`src/rtl/nv_nvdla_cvt_pkg.sv`:
```
// Shared widths, stage payload structs and sign-extension helpers for the
// convertor scale pipe (nv_nvdla_cvt_scale_pipe).
// Optional feature macro: NVDLA_CVT_BYPASS_EN adds a bypass bit to the S1 payload.
package nv_nvdla_cvt_pkg;

    localparam int unsigned IN_WIDTH    = 32;
    localparam int unsigned SCALE_WIDTH = 16;
    localparam int unsigned SHIFT_WIDTH = 6;
    localparam int unsigned SUB_WIDTH   = IN_WIDTH + 1;
    localparam int unsigned OUT_WIDTH   = SUB_WIDTH + SCALE_WIDTH;

    // Payload held by stage 1: offset-subtracted element plus its own config
    typedef struct packed {
        logic [SUB_WIDTH-1:0]   sub;
        logic [SCALE_WIDTH-1:0] scale;
        logic [SHIFT_WIDTH-1:0] truncate;
`ifdef NVDLA_CVT_BYPASS_EN
        logic                   bypass;
`endif
    } cvt_s1_pay_t;

    // Payload held by stage 2: final product and aligned shift amount
    typedef struct packed {
        logic [OUT_WIDTH-1:0]   prod;
        logic [SHIFT_WIDTH-1:0] truncate;
    } cvt_s2_pay_t;

    // Sign-extend an input-width value by one bit so the subtract is exact
    function automatic logic [SUB_WIDTH-1:0] sext_in_to_sub(input logic [IN_WIDTH-1:0] x);
        return {x[IN_WIDTH-1], x};
    endfunction

    // Sign-extend the subtract result to the full product width
    function automatic logic [OUT_WIDTH-1:0] sext_sub_to_out(input logic [SUB_WIDTH-1:0] x);
        return {{SCALE_WIDTH{x[SUB_WIDTH-1]}}, x};
    endfunction

    // Signed multiply: both operands sign-extended to OUT_WIDTH; the low
    // OUT_WIDTH bits of the two's complement product are exact.
    function automatic logic [OUT_WIDTH-1:0] smul(input logic [SUB_WIDTH-1:0]   a,
                                                  input logic [SCALE_WIDTH-1:0] b);
        logic [OUT_WIDTH-1:0] a_ext;
        logic [OUT_WIDTH-1:0] b_ext;
        a_ext = {{SCALE_WIDTH{a[SUB_WIDTH-1]}}, a};
        b_ext = {{SUB_WIDTH{b[SCALE_WIDTH-1]}}, b};
        return OUT_WIDTH'(a_ext * b_ext);
    endfunction

endpackage

```
`src/rtl/nv_nvdla_cvt_pipe_stage.sv`:
```
// Generic one-entry valid/ready register slice.
// Ports:
//   clk, rst            clock, asynchronous active-high reset
//   in_vld / in_rdy_c   upstream handshake (in_rdy_c is combinational)
//   in_data             payload loaded on an upstream transfer
//   out_vld / out_rdy   downstream handshake (out_vld registered)
//   out_data            registered payload
module nv_nvdla_cvt_pipe_stage #(
    parameter int unsigned WIDTH = 1
) (
    input  logic             clk,
    input  logic             rst,
    input  logic             in_vld,
    output logic             in_rdy_c,
    input  logic [WIDTH-1:0] in_data,
    output logic             out_vld,
    input  logic             out_rdy,
    output logic [WIDTH-1:0] out_data
);

    logic load_c;

    // Accept when empty or when the held entry drains this cycle
    assign in_rdy_c = ~out_vld | out_rdy;
    assign load_c   = in_vld & in_rdy_c;

    // Valid: reloads from upstream whenever the slot frees, else holds
    always_ff @(posedge clk or posedge rst) begin
        if (rst) begin
            out_vld <= 1'b0;
        end else if (in_rdy_c) begin
            out_vld <= in_vld;
        end
    end

    // Payload only toggles on an actual transfer
    always_ff @(posedge clk or posedge rst) begin
        if (rst) begin
            out_data <= '0;
        end else if (load_c) begin
            out_data <= in_data;
        end
    end

endmodule

```
`src/rtl/nv_nvdla_cvt_scale_pipe.sv`:
```
// Two-stage convertor pipe: out = (data - offset) * scale, with the per-element
// truncate amount carried alongside for the downstream saturating shifter.
// Config is captured with each element, so in-flight data is never affected.
// Optional feature macro: NVDLA_CVT_BYPASS_EN (adds cfg_bypass; bypassed
// elements leave as sext(data) with shift 0, same latency).
// Ports:
//   nvdla_core_clk, nvdla_core_rst   clock, asynchronous active-high reset
//   cvt_in_pvld/prdy/data            input element handshake and data
//   cfg_offset/scale/truncate        per-element config, sampled on accept
//   cfg_bypass                       bypass select (NVDLA_CVT_BYPASS_EN only)
//   cvt_out_pvld/prdy/data/shift     output product handshake and shift amount
//   cvt_idle                         both stages empty
module nv_nvdla_cvt_scale_pipe
    import nv_nvdla_cvt_pkg::*;
(
    input  logic                   nvdla_core_clk,
    input  logic                   nvdla_core_rst,
    input  logic                   cvt_in_pvld,
    output logic                   cvt_in_prdy,
    input  logic [IN_WIDTH-1:0]    cvt_in_data,
    input  logic [IN_WIDTH-1:0]    cfg_offset,
    input  logic [SCALE_WIDTH-1:0] cfg_scale,
    input  logic [SHIFT_WIDTH-1:0] cfg_truncate,
`ifdef NVDLA_CVT_BYPASS_EN
    input  logic                   cfg_bypass,
`endif
    output logic                   cvt_out_pvld,
    input  logic                   cvt_out_prdy,
    output logic [OUT_WIDTH-1:0]   cvt_out_data,
    output logic [SHIFT_WIDTH-1:0] cvt_out_shift,
    output logic                   cvt_idle
);

    cvt_s1_pay_t s1_in_c;
    cvt_s1_pay_t s1_q;
    cvt_s2_pay_t s2_in_c;
    cvt_s2_pay_t s2_q;
    logic        s1_vld;
    logic        s2_rdy_c;

    // S1 datapath: exact offset subtract; bypassed elements skip the offset
    always_comb begin
        s1_in_c          = '0;
        s1_in_c.sub      = sext_in_to_sub(cvt_in_data) - sext_in_to_sub(cfg_offset);
        s1_in_c.scale    = cfg_scale;
        s1_in_c.truncate = cfg_truncate;
`ifdef NVDLA_CVT_BYPASS_EN
        s1_in_c.bypass   = cfg_bypass;
        if (cfg_bypass) begin
            s1_in_c.sub = sext_in_to_sub(cvt_in_data);
        end
`endif
    end

    nv_nvdla_cvt_pipe_stage #(
        .WIDTH ($bits(cvt_s1_pay_t))
    ) u_s1 (
        .clk      (nvdla_core_clk),
        .rst      (nvdla_core_rst),
        .in_vld   (cvt_in_pvld),
        .in_rdy_c (cvt_in_prdy),
        .in_data  (s1_in_c),
        .out_vld  (s1_vld),
        .out_rdy  (s2_rdy_c),
        .out_data (s1_q)
    );

    // S2 datapath: exact signed product; bypass passes the element through
    always_comb begin
        s2_in_c          = '0;
        s2_in_c.prod     = smul(s1_q.sub, s1_q.scale);
        s2_in_c.truncate = s1_q.truncate;
`ifdef NVDLA_CVT_BYPASS_EN
        if (s1_q.bypass) begin
            s2_in_c.prod     = sext_sub_to_out(s1_q.sub);
            s2_in_c.truncate = '0;
        end
`endif
    end

    nv_nvdla_cvt_pipe_stage #(
        .WIDTH ($bits(cvt_s2_pay_t))
    ) u_s2 (
        .clk      (nvdla_core_clk),
        .rst      (nvdla_core_rst),
        .in_vld   (s1_vld),
        .in_rdy_c (s2_rdy_c),
        .in_data  (s2_in_c),
        .out_vld  (cvt_out_pvld),
        .out_rdy  (cvt_out_prdy),
        .out_data (s2_q)
    );

    assign cvt_out_data  = s2_q.prod;
    assign cvt_out_shift = s2_q.truncate;
    assign cvt_idle      = ~s1_vld & ~cvt_out_pvld;

endmodule

```
`config.mk`:
```
export PLATFORM = sky130hd
export DESIGN_NAME = nv_nvdla_cvt_scale_pipe
export DESIGN_NICKNAME = d
export VERILOG_FILES = /design/src/rtl/nv_nvdla_cvt_pkg.sv /design/src/rtl/nv_nvdla_cvt_pipe_stage.sv /design/src/rtl/nv_nvdla_cvt_scale_pipe.sv
export SDC_FILE = /design/constraint.sdc
export NUM_CORES = 2
export LEC_CHECK = 0
export ABC_AREA = 1
export ABC_CLOCK_PERIOD_IN_PS = 15090
export CAP_MARGIN = 10
export CORE_MARGIN = 4
export CORE_UTILIZATION = 67
export DETAILED_ROUTE_END_ITERATION = 8
export DONT_BUFFER_PORTS = 1
export PLACE_DENSITY = 0.83
export SLEW_MARGIN = 5
export SYNTH_ARGS = -nofsm -noshare
export SYNTH_HDL_FRONTEND = slang
export SYNTH_SLANG_ARGS = --single-unit
export TNS_END_PERCENT = 50
```
`constraint.sdc`:
```
create_clock -name nvdla_core_clk -period 15.09 [get_ports nvdla_core_clk]
set_input_delay 3.018 -clock nvdla_core_clk [delete_from_list [all_inputs] [get_ports nvdla_core_clk]]
set_output_delay 3.018 -clock nvdla_core_clk [all_outputs]
set_load 0.02 [all_outputs]
```
Word-level counts from Yosys, hierarchy flattened
Index checks and enable logic that the tools add are counted.

storage, ports and cells
  output and inout bits = 58
  logic and storage cells = 13
  bits of input ports = 90
  bits in registers = 112

operators by class
  add/sub/neg operators = 1
  bitwise logic cells = 7
  multipliers = 1

operators by type and width
  operator                      count
  multiplier 33 x 16 -> 49 bit  1
  subtractor 32 x 32 -> 33 bit  1
  bitwise AND 1 bit             3
  NOT 1 bit                     2
  bitwise OR 1 bit              2

Longest topological paths before layout
  word-level depth = 4
  gate-level depth with buffers = 30
  mapped depth without buffers = 28

By module
A second synthesis with hierarchy kept.

second synthesis, totals
  cell total of the unflattened synthesis = 3771
  area total of the unflattened synthesis = 27134.8 µm²

by module, submodules not included
  module                   area an instance (µm²)  cells an instance  times used
  nv_nvdla_cvt_scale_pipe  22617.9                 3283               1
  nv_nvdla_cvt_pipe_stage  2258.4                  244                2

Least setup slack after synthesis
Ideal clock, no wire load.

  path type = input-to-output
  from = input cvt_out_prdy
  to = output cvt_in_prdy
  stages = 2
  buffers on the path = 0
  slack = 8.801 ns
  arrival time = 3.271 ns
  cell sequence = inv_1 nand3_1

on the way
  cells in the longest elaborated chain, start to end = 2

ends and longest elaborated chain
  element                        RTL line                       text
  start: declaration             nv_nvdla_cvt_scale_pipe.sv:28  input logic cvt_out_prdy,
  bitwise OR 1 bit (2 in a row)  nv_nvdla_cvt_pipe_stage.sv:24  assign in_rdy_c = ~out_vld | out_rdy;
  end: declaration               nv_nvdla_cvt_scale_pipe.sv:19  output logic cvt_in_prdy,

No other way between the ends.

Final worst setup path
  from = register u_s1.out_data[8]
  to = register u_s2.out_data[53]

on the way
  cells in the longest elaborated chain, start to end = 1

ends and longest elaborated chain
  element                       RTL line                       text
  start: declaration            nv_nvdla_cvt_pipe_stage.sv:18  output logic [WIDTH-1:0] out_data
  start signal: assignment      nv_nvdla_cvt_pipe_stage.sv:41  out_data <= in_data;
  multiplier 33 x 16 -> 49 bit  nv_nvdla_cvt_pkg.sv:46         return OUT_WIDTH'(a_ext * b_ext);
  end signal: assignment        nv_nvdla_cvt_pipe_stage.sv:41
  end: declaration              nv_nvdla_cvt_pipe_stage.sv:18

No other way between the ends.
A chain may end at the register's enable or synchronous reset.

==> results.md <==
- Synth Warn #: 0
- DRC Markers: 0
- Initial Util: 0.677
- Hold Path Class: reg2reg
- Max frequency: 152 MHz
- Drt wl/cell: 16.4 µm
- Period Utilization, post-route: 0.436
- Core ar.: 39600 µm²
- Post-CTS Setup Inserts: 0
- CTS tree: built
- Diodes inserted: 0
- Area Growth Syn to Fin: 2.06%
- Final nets: 4376
- Detailed Place HPWL: 55800 µm
- Max cap viols: 0
- Vias in the first global route: 23463
- Number of flops mapped to enable cells by yosys: 0
- Final setup vio count: 0
- Largest fanout on the critical path: 19
- Net Count, Synth: approximately 4500
- Relative slew slack: 0.342
- Crit start category: register
- Top cell type's share of synthesized area: 0.374
- FF+latch count, synth: 112
- Worst flop-to-flop path startpoint: u_s1.out_data[8]$_DFFE_PP0P_
- Worst skew pair latency: 400 ps
- Fillcell total: between 3000 and 4000
- Placer's final routability congestion estimate: 0.997
- Slew at the pin closest to its max-slew limit: between 900 and 1000 ps
- Share of post-route cells with drive strength above 1: 0.0338
- Seq/Total Area, Yosys: 0.104
- Vias per cell: approximately 5.3
- Gr usage total: 0.328
- Max Buffers Root-to-Sink: 2
- Post-Syn Area per Cell: 7.14 µm²
- Commonest non-fill, non-tap cells in the layout: 1223 x nand2_1, 1064 x inv_1, 501 x fa_1
- CP Data Required Time: 15380 ps
- Async SR Flop Fraction: 1.00
- TritonCTS Sinks: 112
- Final Hold Viols: 0
- Final Max Tran Viols: 0
- Setup crit start: u_s1.out_data[8]$_DFFE_PP0P_
- Setup TNS: 0 ps
- Worst Hold Launch: u_s1.out_data[4]$_DFFE_PP0P_
- Via count: 22170
- Grt ovf: 0
- # H-tree levels: 3
- ANT nets after route: 0
- Iteration-0 DRC Markers: 1894
- Largest net degree at the start of global routing: 72
- DRT Pass-1 Iters: 8
- Initial antenna violation count: 0
- Global-route wire length before repair: between 100000 and 150000 µm
- Row count: 73
- Crit path DAT: ~7000 ps
- Die area: 43300 µm²
- PortBufs: 0
- Ys flop type: dfrtp_1
- Resize count post-CTS: 0
- Commonest non-fill, non-tap cell in the layout: nand2_1
- Critical path class: reg2reg
- TritonCTS buffer count: 9
- IO Pins: 148
- Unrepaired setup endpoints after global routing: false
- Cts hold-fix bufs: 0
- Final wirelength: 68500 µm
- Mapped Area: between 20000 and 30000 µm²
- Status: finished, final reports clean
- Fin Clk Skew: 17.4 ps
- Synth top area cells: fa_1 37%, nand2_1 17%, inv_1 15%
- Root buffer cell: clkbuf_16
- Synth area leader: fa_1
- Die X: 208 µm
- Die height: 208 µm
- Synthesized instance count: 3757
- Unique cell type count in the Yosys netlist: 35
- Reg clk slew, reported paths: 100 ps
- CP endpoint kind: register
- Period minus WS final: between 6000 and 7000 ps
[Yosys cell counts, types with 8 or more instances]
cell	count
a21oi_1	61
or2_2	8
o21ai_0	59
nand2_2	15
dfrtp_1	112
nor2_4	8
nor2_1	135
nand2_1	1225
nand4_1	21
fa_1	501
ha_1	148
inv_1	1066
nand3_1	116
nor2_2	17
nand3b_1	16
clkbuf_1	143
inv_2	19
xnor2_1	24
[sequential cells by signal, summed over array words and instances (netlist names)]
| register | flops |
|---|---|
| u_s1.out_data | 55 |
| u_s2.out_vld | 1 |
| u_s2.out_data | 55 |
| u_s1.out_vld | 1 |
[kinds of logic after synthesis]
family,after synthesis,synth area share
buf+inv,1238,0.173
xor+xnor,29,0.00947
fa+ha+maj,649,0.443
simple gates,1588,0.242
flops,112,0.104
compound gates,141,0.0277
[worst paths after layout]
path,end,slack (ps),cells after the start
max,u_s2.out_data[53]$_DFFE_PP0P_,8510,23
min,u_s2.out_data[4]$_DFFE_PP0P_,480,2
max reg2reg,u_s2.out_data[53]$_DFFE_PP0P_,8510,23
min reg2reg,u_s2.out_data[4]$_DFFE_PP0P_,480,2
max in group asynchronous,u_s1.out_data[52]$_DFFE_PP0P_,11190,2
min in group asynchronous,u_s2.out_data[27]$_DFFE_PP0P_,2710,1
[layer usage]
| metal | GRT usage | up-vias | part of all wire |
|---|---|---|---|
| met2 | 0.561 | 979 | 0.49 |
| met4 | 0.131 | 0 | 0.045 |
| met3 | 0.0526 | 241 | 0.083 |
| met5 | 0 | - | 0 |
| met1 | 0.422 | 10605 | 0.38 |
| li1 | - | 10345 | - |
[worst max-delay path, stage by stage, from the launching register on]
cell	delay, ps
dfrtp_1	690
buf_4	360
nand2_1	160
fa_1	730
inv_1	140
fa_1	670
inv_1	190
fa_1	470
fa_1	560
inv_1	60
fa_1	550
fa_1	420
ha_1	410
nand2_1	100
inv_1	110
nand2_1	80
nor3_1	200
nand2_1	110
nor2_1	90
nand2_1	70
nand3_1	100
nand2_1	60
nand3_1	80
nand2_1	50
[final cells by class]
cell class / instances / area [µm²] / area share
clock buffers: 9 / 225 / 0.00822
clock inverters: 7 / 86.3 / 0.00315
inverters: 1087 / 4080 / 0.149
multi-input cells: 2407 / 19400 / 0.708
flip-flops and latches: 112 / 2800 / 0.102
well taps: 525 / 657 / 0.0240
repair buffers: 20 / 150 / 0.00548
[through the flow]
step	instances	hold WS, ps	area (µm²)	util	worst slack (ps)
global route	4167	508	27400	0.691	8000
CTS	4167	481	27400	0.691	8510
global placement	4151	454	27100	0.683	8570
detailed placement	4151	456	27100	0.683	8560
finish	4167	477	27400	0.691	8510
floorplan	3757	442	26800	-	8800
Power is not shown: default switching activity piles up to over one toggle a cycle in this logic, so the estimate is an artifact.
